$ cat src/rtl/psum_drain_buffer_pkg.sv
// Shared configuration for the systolic-array output collector.
// Holds the default geometry and the partial-sum row types.
package psum_drain_buffer_pkg;

    parameter int sys_cols         = 2;
    parameter int p_bitwidth       = 24;
    parameter int out_buffer_depth = 16;
    parameter int tile_rows_w      = 8;

    typedef logic [p_bitwidth-1:0] psum_t;
    typedef psum_t [sys_cols-1:0]  psum_row_t;

    // Column c arrives c cycles after column 0, so it needs the complementary delay.
    function automatic int skew_delay(input int col, input int cols);
        return cols - 1 - col;
    endfunction

endpackage

$ cat src/rtl/psum_drain_buffer_if.sv
// Aligned-row drain stream from the collector to the writeback path.
interface psum_drain_buffer_if #(
    parameter int SYS_COLS   = 2,
    parameter int P_BITWIDTH = 24
);
    logic                           out_valid;
    logic                           out_ready;
    logic [SYS_COLS*P_BITWIDTH-1:0] out_row;
    logic                           out_last;

    modport master (
        output out_valid,
        output out_row,
        output out_last,
        input  out_ready
    );

    modport slave (
        input  out_valid,
        input  out_row,
        input  out_last,
        output out_ready
    );
endinterface

$ cat src/rtl/psum_drain_buffer_sync_fifo.sv
// Row storage FIFO: array storage, registered read data that always shows the head
// row, and full/empty/count status. Read data holds its value while empty.
module psum_drain_buffer_sync_fifo #(
    parameter int WIDTH = 48,
    parameter int DEPTH = 16
) (
    input  logic                   clk,
    input  logic                   rst_n,
    input  logic                   flush,
    input  logic                   wr_en,
    input  logic [WIDTH-1:0]       wr_data,
    input  logic                   rd_en,
    output logic [WIDTH-1:0]       rd_data,
    output logic                   full,
    output logic                   empty,
    output logic [$clog2(DEPTH):0] count
);
    localparam int AW = $clog2(DEPTH);
    localparam int CW = AW + 1;

    logic [WIDTH-1:0] mem [DEPTH];
    logic [AW-1:0]    wr_ptr_reg, rd_ptr_reg, rd_ptr_next;
    logic [CW-1:0]    count_reg, count_next;
    logic [WIDTH-1:0] rd_data_reg;
    logic             do_wr, do_rd;

    assign full    = (count_reg == CW'(DEPTH));
    assign empty   = (count_reg == '0);
    assign rd_data = rd_data_reg;
    assign count   = count_reg;

    always_comb begin
        do_rd       = rd_en && !empty && !flush;
        do_wr       = wr_en && (!full || do_rd) && !flush;
        rd_ptr_next = do_rd ? rd_ptr_reg + AW'(1) : rd_ptr_reg;
        count_next  = count_reg + CW'(do_wr) - CW'(do_rd);
    end

    always_ff @(posedge clk) begin
        if (do_wr) begin
            mem[wr_ptr_reg] <= wr_data;
        end
    end

    always_ff @(posedge clk) begin
        if (!rst_n) begin
            wr_ptr_reg  <= '0;
            rd_ptr_reg  <= '0;
            count_reg   <= '0;
            rd_data_reg <= '0;
        end else if (flush) begin
            wr_ptr_reg <= '0;
            rd_ptr_reg <= '0;
            count_reg  <= '0;
        end else begin
            if (do_wr) begin
                wr_ptr_reg <= wr_ptr_reg + AW'(1);
            end
            rd_ptr_reg <= rd_ptr_next;
            count_reg  <= count_next;
            // Prefetch the next head; a write into an empty slot is forwarded directly.
            if (count_next != '0) begin
                rd_data_reg <= (do_wr && (wr_ptr_reg == rd_ptr_next)) ? wr_data : mem[rd_ptr_next];
            end
        end
    end
endmodule

$ cat src/rtl/psum_drain_buffer.sv
// Deskews the per-column partial-sum streams into aligned rows, buffers them,
// drains them with tile framing and stalls the array before the buffer fills.
module psum_drain_buffer
    import psum_drain_buffer_pkg::*;
#(
    parameter int SYS_COLS   = sys_cols,
    parameter int P_BITWIDTH = p_bitwidth,
    parameter int DEPTH      = out_buffer_depth,
    parameter int ROWS_W     = tile_rows_w
) (
    input  logic                           clk,
    input  logic                           rst_n,
    input  logic [SYS_COLS-1:0]            col_valid,
    input  logic [SYS_COLS*P_BITWIDTH-1:0] col_psum,
    output logic                           array_stall,
    input  logic                           tile_start,
    input  logic [ROWS_W-1:0]              tile_rows,
    input  logic                           flush,
    psum_drain_buffer_if.master            out_bus,
    output logic                           tile_done,
    output logic                           overflow_err,
    output logic                           skew_err
);
    localparam int CW = $clog2(DEPTH) + 1;
    localparam logic [CW-1:0] STALL_AT = CW'(DEPTH - SYS_COLS);

    logic [SYS_COLS-1:0]            dly_valid;
    logic [SYS_COLS*P_BITWIDTH-1:0] dly_row;
    logic                           aligned_valid, skew_hit, overflow_hit, beat_rd, beat_acc, is_last;
    logic [SYS_COLS*P_BITWIDTH-1:0] fifo_rd_data;
    logic                           fifo_full, fifo_empty;
    logic [CW-1:0]                  fifo_count;
    logic                           array_stall_reg, overflow_err_reg, skew_err_reg, tile_done_reg;
    logic [ROWS_W-1:0]              row_cnt_reg, tile_rows_q;

    for (genvar gi = 0; gi < SYS_COLS; gi++) begin : g_col
        localparam int DLY = skew_delay(gi, SYS_COLS);
        if (DLY == 0) begin : g_direct
            assign dly_valid[gi] = col_valid[gi];
            assign dly_row[gi*P_BITWIDTH +: P_BITWIDTH] = col_psum[gi*P_BITWIDTH +: P_BITWIDTH];
        end else begin : g_pipe
            logic [DLY-1:0]        v_pipe;
            logic [P_BITWIDTH-1:0] d_pipe [DLY];

            always_ff @(posedge clk) begin
                if (!rst_n || flush) begin
                    v_pipe <= '0;
                end else begin
                    v_pipe[0] <= col_valid[gi];
                    for (int k = 1; k < DLY; k++) begin
                        v_pipe[k] <= v_pipe[k-1];
                    end
                end
            end

            always_ff @(posedge clk) begin
                d_pipe[0] <= col_psum[gi*P_BITWIDTH +: P_BITWIDTH];
                for (int k = 1; k < DLY; k++) begin
                    d_pipe[k] <= d_pipe[k-1];
                end
            end

            assign dly_valid[gi] = v_pipe[DLY-1];
            assign dly_row[gi*P_BITWIDTH +: P_BITWIDTH] = d_pipe[DLY-1];
        end
    end

    assign aligned_valid = &dly_valid;
    assign skew_hit      = (|dly_valid) && !aligned_valid;
    assign beat_rd       = !fifo_empty && out_bus.out_ready;
    assign beat_acc      = beat_rd && !flush;
    assign overflow_hit  = aligned_valid && fifo_full && !beat_rd && !flush;
    assign is_last       = (row_cnt_reg == tile_rows_q - ROWS_W'(1));

    psum_drain_buffer_sync_fifo #(
        .WIDTH (SYS_COLS*P_BITWIDTH),
        .DEPTH (DEPTH)
    ) u_fifo (
        .clk     (clk),
        .rst_n   (rst_n),
        .flush   (flush),
        .wr_en   (aligned_valid),
        .wr_data (dly_row),
        .rd_en   (out_bus.out_ready),
        .rd_data (fifo_rd_data),
        .full    (fifo_full),
        .empty   (fifo_empty),
        .count   (fifo_count)
    );

    always_ff @(posedge clk) begin
        if (!rst_n) begin
            array_stall_reg  <= 1'b0;
            overflow_err_reg <= 1'b0;
            skew_err_reg     <= 1'b0;
        end else begin
            array_stall_reg <= (fifo_count >= STALL_AT);
            if (overflow_hit) overflow_err_reg <= 1'b1;
            if (skew_hit)     skew_err_reg     <= 1'b1;
        end
    end

    // A tile_start in the same cycle as a beat restarts the count and swallows that beat.
    always_ff @(posedge clk) begin
        if (!rst_n) begin
            row_cnt_reg   <= '0;
            tile_rows_q   <= '0;
            tile_done_reg <= 1'b0;
        end else begin
            tile_done_reg <= 1'b0;
            if (tile_start) begin
                tile_rows_q <= tile_rows;
            end
            if (flush || tile_start) begin
                row_cnt_reg <= '0;
            end else if (beat_acc) begin
                if (is_last) begin
                    row_cnt_reg   <= '0;
                    tile_done_reg <= 1'b1;
                end else begin
                    row_cnt_reg <= row_cnt_reg + ROWS_W'(1);
                end
            end
        end
    end

    assign out_bus.out_valid = !fifo_empty;
    assign out_bus.out_row   = fifo_rd_data;
    assign out_bus.out_last  = !fifo_empty && is_last;
    assign array_stall       = array_stall_reg;
    assign overflow_err      = overflow_err_reg;
    assign skew_err          = skew_err_reg;
    assign tile_done         = tile_done_reg;
endmodule

$ cat src/flat_wrapper.sv
// flat-port wrapper written by rule: the top's interface ports become plain ports
module psum_drain_buffer_flat import psum_drain_buffer_pkg::*;
#(
    parameter int SYS_COLS   = sys_cols,
    parameter int P_BITWIDTH = p_bitwidth,
    parameter int DEPTH      = out_buffer_depth,
    parameter int ROWS_W     = tile_rows_w
)
  (clk, rst_n, col_valid, col_psum, array_stall, tile_start, tile_rows, flush, tile_done, overflow_err, skew_err, out_bus_out_valid, out_bus_out_row, out_bus_out_last, out_bus_out_ready);
  psum_drain_buffer_if #(.SYS_COLS(SYS_COLS), .P_BITWIDTH(P_BITWIDTH)) out_bus_i ();
  input  logic clk;
  input  logic rst_n;
  input  logic [SYS_COLS-1:0] col_valid;
  input  logic [SYS_COLS*P_BITWIDTH-1:0] col_psum;
  output logic array_stall;
  input  logic tile_start;
  input  logic [ROWS_W-1:0] tile_rows;
  input  logic flush;
  output logic tile_done;
  output logic overflow_err;
  output logic skew_err;
  output wire logic [$bits(out_bus_i.out_valid)-1:0] out_bus_out_valid;
  output wire logic [$bits(out_bus_i.out_row)-1:0] out_bus_out_row;
  output wire logic [$bits(out_bus_i.out_last)-1:0] out_bus_out_last;
  input wire logic [$bits(out_bus_i.out_ready)-1:0] out_bus_out_ready;
  assign out_bus_out_valid = out_bus_i.out_valid;
  assign out_bus_out_row = out_bus_i.out_row;
  assign out_bus_out_last = out_bus_i.out_last;
  assign out_bus_i.out_ready = out_bus_out_ready;
  psum_drain_buffer #(.SYS_COLS(SYS_COLS), .P_BITWIDTH(P_BITWIDTH), .DEPTH(DEPTH), .ROWS_W(ROWS_W)) u_core (.clk(clk), .rst_n(rst_n), .col_valid(col_valid), .col_psum(col_psum), .array_stall(array_stall), .tile_start(tile_start), .tile_rows(tile_rows), .flush(flush), .out_bus(out_bus_i), .tile_done(tile_done), .overflow_err(overflow_err), .skew_err(skew_err));
endmodule
$ cat config.mk
export PLATFORM = sky130hd
export DESIGN_NAME = psum_drain_buffer_flat
export DESIGN_NICKNAME = d
export VERILOG_FILES = /design/src/rtl/psum_drain_buffer_pkg.sv /design/src/rtl/psum_drain_buffer_if.sv /design/src/rtl/psum_drain_buffer_sync_fifo.sv /design/src/rtl/psum_drain_buffer.sv /design/src/flat_wrapper.sv
export SDC_FILE = /design/constraint.sdc
export NUM_CORES = 1
export LEC_CHECK = 0
export CORE_UTILIZATION = 35
export CTS_CLUSTER_DIAMETER = 30
export DETAILED_ROUTE_END_ITERATION = 16
export DONT_BUFFER_PORTS = 1
export SLEW_MARGIN = 15
export SYNTH_ARGS = -nofsm -noshare
export SYNTH_HDL_FRONTEND = slang
export SYNTH_SLANG_ARGS = --single-unit
$ cat constraint.sdc
create_clock -name clk -period 8.65 [get_ports clk]
set_clock_uncertainty 0.15 [all_clocks]
set_input_delay 1.73 -clock clk [delete_from_list [all_inputs] [get_ports clk]]
set_output_delay 1.73 -clock clk [all_outputs]
set_load 0.01 [all_outputs]
Word-level counts from Yosys, hierarchy flattened:

Memories as Yosys holds them, arrays and structs flattened. A register that Yosys moved wholly into a read port is not among the register bits.
Index checks and enable logic that the tools add are counted.

* flip-flop bits (word level): 34
* bits in writable memories: 792
* input port bits: 63
* word-level logic and storage cells: 56
* memories: 2

* add/sub/neg operators: 6
* $lt $le $gt $ge: 1
* equal/unequal tests: 2
* mux-type cells: 5
* bitwise gates (word level): 3
* reductions and logical operators: 27

Memory list
* u_core.u_fifo.mem: words 16, bits a word 48, rd ports 1, clocked after Yosys merged registers in 1, write ports 1, line psum_drain_buffer_sync_fifo.sv:21 `logic [WIDTH-1:0] mem [DEPTH];`
* u_core.g_col[0].g_pipe.d_pipe: words 1, bits a word 24, rd ports 1, clocked after Yosys merged registers in 0, write ports 1, line psum_drain_buffer.sv:43 `logic [P_BITWIDTH-1:0] d_pipe [DLY];`

Operators by type and width (count)
* 1-bit logical AND: 9
* 4-bit by 1-bit adder with 4-bit output (second input constant): 2
* 8-bit by 1-bit adder with 8-bit output (second input constant): 1
* 8-bit equality test: 1
* 8-bit two-way mux: 1
* 8-bit by 1-bit subtractor with 8-bit output (second input constant): 1
* 1-bit logical NOT: 7
* 2-bit OR reduction: 3
* 5-bit by 1-bit adder with 5-bit output: 1
* 5-bit equality test (second input constant): 1
* 5-bit by 4-bit >= comparator with 1-bit output (second input constant): 1
* 5-bit logical NOT: 1
* 5-bit nonzero test: 1
* 5-bit by 1-bit subtractor with 5-bit output: 1
* 4-bit two-way mux: 1
* 2-bit AND reduction: 2
* 1-bit logical OR: 3
* 1-bit two-way mux: 3
* 1-bit inverter: 3
* 3-bit OR reduction: 1

Longest topological paths before layout:

* depth after elaboration: 11
* depth in mapped cells: 21
* mapped depth without buffers: 16

Cells and area by module:

Synthesis repeated with hierarchy kept, for this count alone.

* cell total of the unflattened synthesis: 2342
* area total of the unflattened synthesis: 39949.6 µm²

By module, submodules not included
* psum_drain_buffer_sync_fifo: times used 1, cells each 2195, area each 38309.2 µm²
* psum_drain_buffer: times used 1, cells each 147, area each 1640.3 µm²

Worst setup path after synthesis:

Ideal clock, no wire load.

* kind: input to register
* start: input port col_valid[1]
* end: memory u_core.u_fifo.mem[3][0] (enable)
* library setup time: 513 ps
* data arrival time: 5878 ps
* setup slack: 2110 ps
* cell stages on the path: 6
* buffers on the path: 1
* cells stage by stage: ha_1 > nor2b_1 > o31a_1 > clkbuf_1 > nand2_1 > nor3_1

* word-level cells in the longest chain between the ends: 5

Ends and longest elaborated chain
* start: declaration: line flat_wrapper.sv:13 `input logic [SYS_COLS-1:0] col_valid;`
* 2-bit AND reduction: line psum_drain_buffer.sv:68 `assign aligned_valid = &dly_valid;`
* 1-bit logical AND (2 in a row): line psum_drain_buffer_sync_fifo.sv:34 `do_wr = wr_en && (!full || do_rd) && !flush;`
* 1-bit two-way mux: line psum_drain_buffer_sync_fifo.sv:40 `if (do_wr) begin`
* 1-bit two-way mux (not written as such): line psum_drain_buffer_sync_fifo.sv:41 `mem[wr_ptr_reg] <= wr_data;`
* end: declaration: line psum_drain_buffer_sync_fifo.sv:21

No other way between the ends.

Worst setup path in the final report:

* start: register u_core.u_fifo.count_reg[2], in the netlist u_core.u_fifo.count[2]
* end: register u_core.u_fifo.rd_data_reg[1], in the netlist u_core.u_fifo.rd_data[1] (read register of u_core.u_fifo.mem)

* word-level cells in the longest chain between the ends: 11
* elaborated cells on any way between the ends: 14

Ends and longest elaborated chain
* start: declaration: line psum_drain_buffer_sync_fifo.sv:23 `logic [CW-1:0] count_reg, count_next;`
* start signal: assignment: line psum_drain_buffer_sync_fifo.sv:60 `count_reg <= count_next;`
* 5-bit logical NOT *: line psum_drain_buffer_sync_fifo.sv:28 `assign empty = (count_reg == '0);`
* 1-bit logical NOT *
* via out_bus_out_valid: line flat_wrapper.sv:22 `output wire logic [$bits(out_bus_i.out_valid)-1:0] out_bus_out_valid;`
* 1-bit logical AND * (2 in a row): line psum_drain_buffer_sync_fifo.sv:33 `do_rd = rd_en && !empty && !flush;`
* 1-bit logical OR: line psum_drain_buffer_sync_fifo.sv:34
* 1-bit logical AND (2 in a row): line psum_drain_buffer_sync_fifo.sv:34
* 5-bit by 1-bit adder with 5-bit output: line psum_drain_buffer_sync_fifo.sv:36 `count_next = count_reg + CW'(do_wr) - CW'(do_rd);`
* 5-bit by 1-bit subtractor with 5-bit output: line psum_drain_buffer_sync_fifo.sv:36
* 5-bit nonzero test: line psum_drain_buffer_sync_fifo.sv:62 `if (count_next != '0) begin`
* 2-bit AND reduction (no source line)
* end: declaration: line psum_drain_buffer_sync_fifo.sv:24 `logic [WIDTH-1:0] rd_data_reg;`

Mark *: on every way through the listed nets, which the timed path passes. The rest lies on a longest branch.
A chain may end at the register's enable or synchronous reset.

==> qor.csv <==
metric;value;unit
largest_register_ffs;768;
finalSetupTns;0;ns
synth_cells;2341;
place_congestion;0.857;
htreeDepth;4;
cts_buffer_depth;3;
place_hpwl;64.5;mm
dpl_cell_area;0.0414;mm²
drive_gt1_frac;0.287;
syn_nets;2422;
ir_worst_vdd;0.186;mV
die_height;339;µm
cts_buffers;166;
multiInputGateArea;0.0138;mm²
utilization;0.419;
fp.dieArea;0.115;mm²
grt_setup_unrepaired;false;
grt_max_degree;133;
max_freq;0.150;GHz
hold_viol;0;
cts_setup_buffers;0;
gr-usage-all-layers;0.198;
p_comb_frac;0.043;
ctsHoldBuffers;0;
fp.coreArea;0.113;mm²
dr.pass1.iters;8;
swShare;0.231;
synth_edf_count;768;
viasPerCell;6.11;
netlist.area_leader.share;0.579;
final_cell_area;0.0472;mm²
path_common_cell;ha_1;
hp-class;flop to flop;
setup_viol;0;
syn_area_per_cell;17.0;µm²
criticalPathCategory;flop to flop;
final_nets;2445;
p_switching;2.75;mW
power.internal;9.16;mW
maxCapViolations;0;
timing.final.crit_share;0.773;
fin_crit;6.69;ns
cts_tree;yes;
synth_area_leaders;edfxtp_1 (58%), mux4_2 (19%), dfxtp_1 (5.3%), a221oi_1 (1.7%), mux2i_1 (1.5%);
crit_chain;inv_1 > ha_1 > nor4b_4 > buf_4 > inv_2 > nand2_8 > clkinv_2 > ha_1 > inv_1 > ha_1 > fa_1 > nand3b_1 > a31oi_1 > o211a_1 > nor2_4 > nand3_1 > o21ai_0;
start_util;0.354;
antenna_found_initial;7;
clkSinkCount;874;
io_buffer_count;0;
avgRoutedWirePerCell;28.8;µm
pwr-share-seq;0.406;
drt_iter0_markers;2693;
cpPeakStageDelay;0.87;ns
critPathLaunchType;flop;
ctsResizeCount;0;
fillers;9874;
dominantRegCellSynth;edfxtp_1;
yosysWarnings;0;
cellLeakagePower;14.5;nW
seq_area_frac_synth;0.632;
status;complete, no violations;
crit_family;simple AND/OR/NAND/NOR gates;
cp.buffers_inverters;5;
placementRows;123;
synth_cell_type_count;73;
grt_overflow;0;
cts-root-buf;clkbuf_16;
grt_pass1_vias;25402;
cp_slowest_cell;nor2_4;
end_kind;flop;
arrival;7.17;ns
synth-async-reset-ratio;0;
clk_pin_slew;0.05;ns
dieWidth;339;µm
drc_errors;0;
num_io_pins;117;
drv_slew;0;
pwr-share-clk;0.552;
grt_pass1_wl;170;mm
power_density;252;mW/mm²
routed_wl;115;mm
relSlewSlack;0.178;
ys_seq_elements;874;
synth_area_leader_cell;edfxtp_1;
holdWs;0.370;ns
drtAntennaViolNets;0;
syn-cell-area;0.0398;mm²
regArea;0.0252;mm²
tightest_slew;1.23;ns
syn_to_final_growth;18.6;%
vias;24483;
cp_max_fo;49;
crit_required;9.14;ns
clkLatencyLatePin;0.75;ns
-- layer usage --
layer	vias to the layer above	part of all wire	global-route usage
li1	10066	-	-
met1	12930	0.40	0.257
met2	1249	0.48	0.319
met3	236	0.095	0.0564
met4	2	0.027	0.0675
met5	-	0.00011	0
-- stage by stage --
stage	worst slack [ns]	cells	power (mW)
floorplan	2.11	2341	5.19
global placement	1.70	3695	5.39
detailed placement	1.55	3695	5.41
CTS	1.96	4007	12.0
global route	1.61	4009	12.2
finish	1.96	4009	11.9
-- cells by family (layout without fill, tap and decap cells) --
| family | Yosys count | after routing | share of synthesized area |
|---|---|---|---|
| flops | 874 | 874 | 0.632 |
| compound gates | 440 | 440 | 0.0789 |
| mux | 396 | 396 | 0.204 |
| simple gates | 359 | 359 | 0.0470 |
| buf+inv | 224 | 391 | 0.0257 |
| xor+xnor | 30 | 30 | 0.00660 |
| fa+ha+maj | 18 | 18 | 0.00584 |
| other cells | 0 | 1 | 0 |
-- power groups by stage --
| stage | Sequential (mW) | Clock [mW] | Combinational, mW |
|---|---|---|---|
| final | 4.83 | 6.58 | 0.507 |
| after global routing | 4.84 | 6.86 | 0.543 |
| after CTS | 4.84 | 6.66 | 0.499 |
| after detailed placement | 4.91 | 0 | 0.497 |
| after global placement | 4.91 | 0 | 0.478 |
| after floorplan | 4.81 | 0 | 0.378 |
-- final cells by class --
type,count,area share
Antenna cell,1,0.0000530
Clock buffer,191,0.0917
Clock inverter,121,0.0308
Inverter,20,0.00162
Multi-Input combinational cell,1243,0.293
Sequential cell,874,0.533
Tap cell,1500,0.0397
Timing Repair Buffer,59,0.00991
-- path summary, 6_finish.rpt --
| check | from | to | slack, ns | cells past startpoint |
|---|---|---|---|---|
| max | u_core.u_fifo.count[2] | u_core.u_fifo.rd_data[1] | 1.96 | 17 |
| min | u_core.tile_rows_q[7] | u_core.tile_rows_q[7] | 0.37 | 2 |
| max reg2reg | u_core.u_fifo.count[2] | u_core.u_fifo.rd_data[1] | 1.96 | 17 |
| min reg2reg | u_core.tile_rows_q[7] | u_core.tile_rows_q[7] | 0.37 | 2 |
-- cells in the mapped netlist, drive strengths merged (6+ instances only) --
| library cell | instances |
|---|---|
| mux2i | 61 |
| a2111oi | 14 |
| a21oi | 57 |
| nand3 | 53 |
| o21ai | 104 |
| clkbuf | 95 |
| ha | 17 |
| a221oi | 77 |
| xor2 | 13 |
| o211ai | 49 |
| xnor2 | 17 |
| nor3 | 42 |
| nand3b | 6 |
| nand2 | 80 |
| inv | 19 |
| and3 | 7 |
| or3 | 6 |
| buf | 109 |
| nor2 | 56 |
| o2bb2ai | 13 |
| nor4 | 8 |
| a32oi | 23 |
| edfxtp | 768 |
| nand4 | 66 |
| a211oi | 29 |
| nand2b | 7 |
| o22ai | 14 |
| dfxtp | 106 |
| o32a | 11 |
| o221ai | 12 |
| mux4 | 331 |
-- placed cells by master (no fill, tap or decap), types with 26 or more instances in the layout --
| cell type | instances |
|---|---|
| edfxtp_1 | 768 |
| mux4_2 | 331 |
| clkbuf_16 | 168 |
| dfxtp_1 | 104 |
| o21ai_0 | 91 |
| nand2_1 | 79 |
| a221oi_1 | 77 |
| nand4_1 | 66 |
| mux2i_1 | 61 |
| buf_4 | 57 |
| a21oi_1 | 55 |
| nand3_1 | 53 |
| o211ai_1 | 49 |
| nor2_1 | 39 |
| nor3_1 | 38 |
| a211oi_1 | 28 |
| clkinv_2 | 26 |
-- worst reg2reg max path, cell delays in order, from the launching register on --
cell and delay [ns]:
dfxtp_1 0.34, inv_1 0.11, ha_1 0.18, nor4b_4 0.19, buf_4 0.36, inv_2 0.39, nand2_8 0.47, clkinv_2 0.45
ha_1 0.41, inv_1 0.04, ha_1 0.21, fa_1 0.43, nand3b_1 0.12, a31oi_1 0.11, o211a_1 0.53, nor2_4 0.88
nand3_1 0.82, o21ai_0 0.39
(Power assumes the default switching activity.)
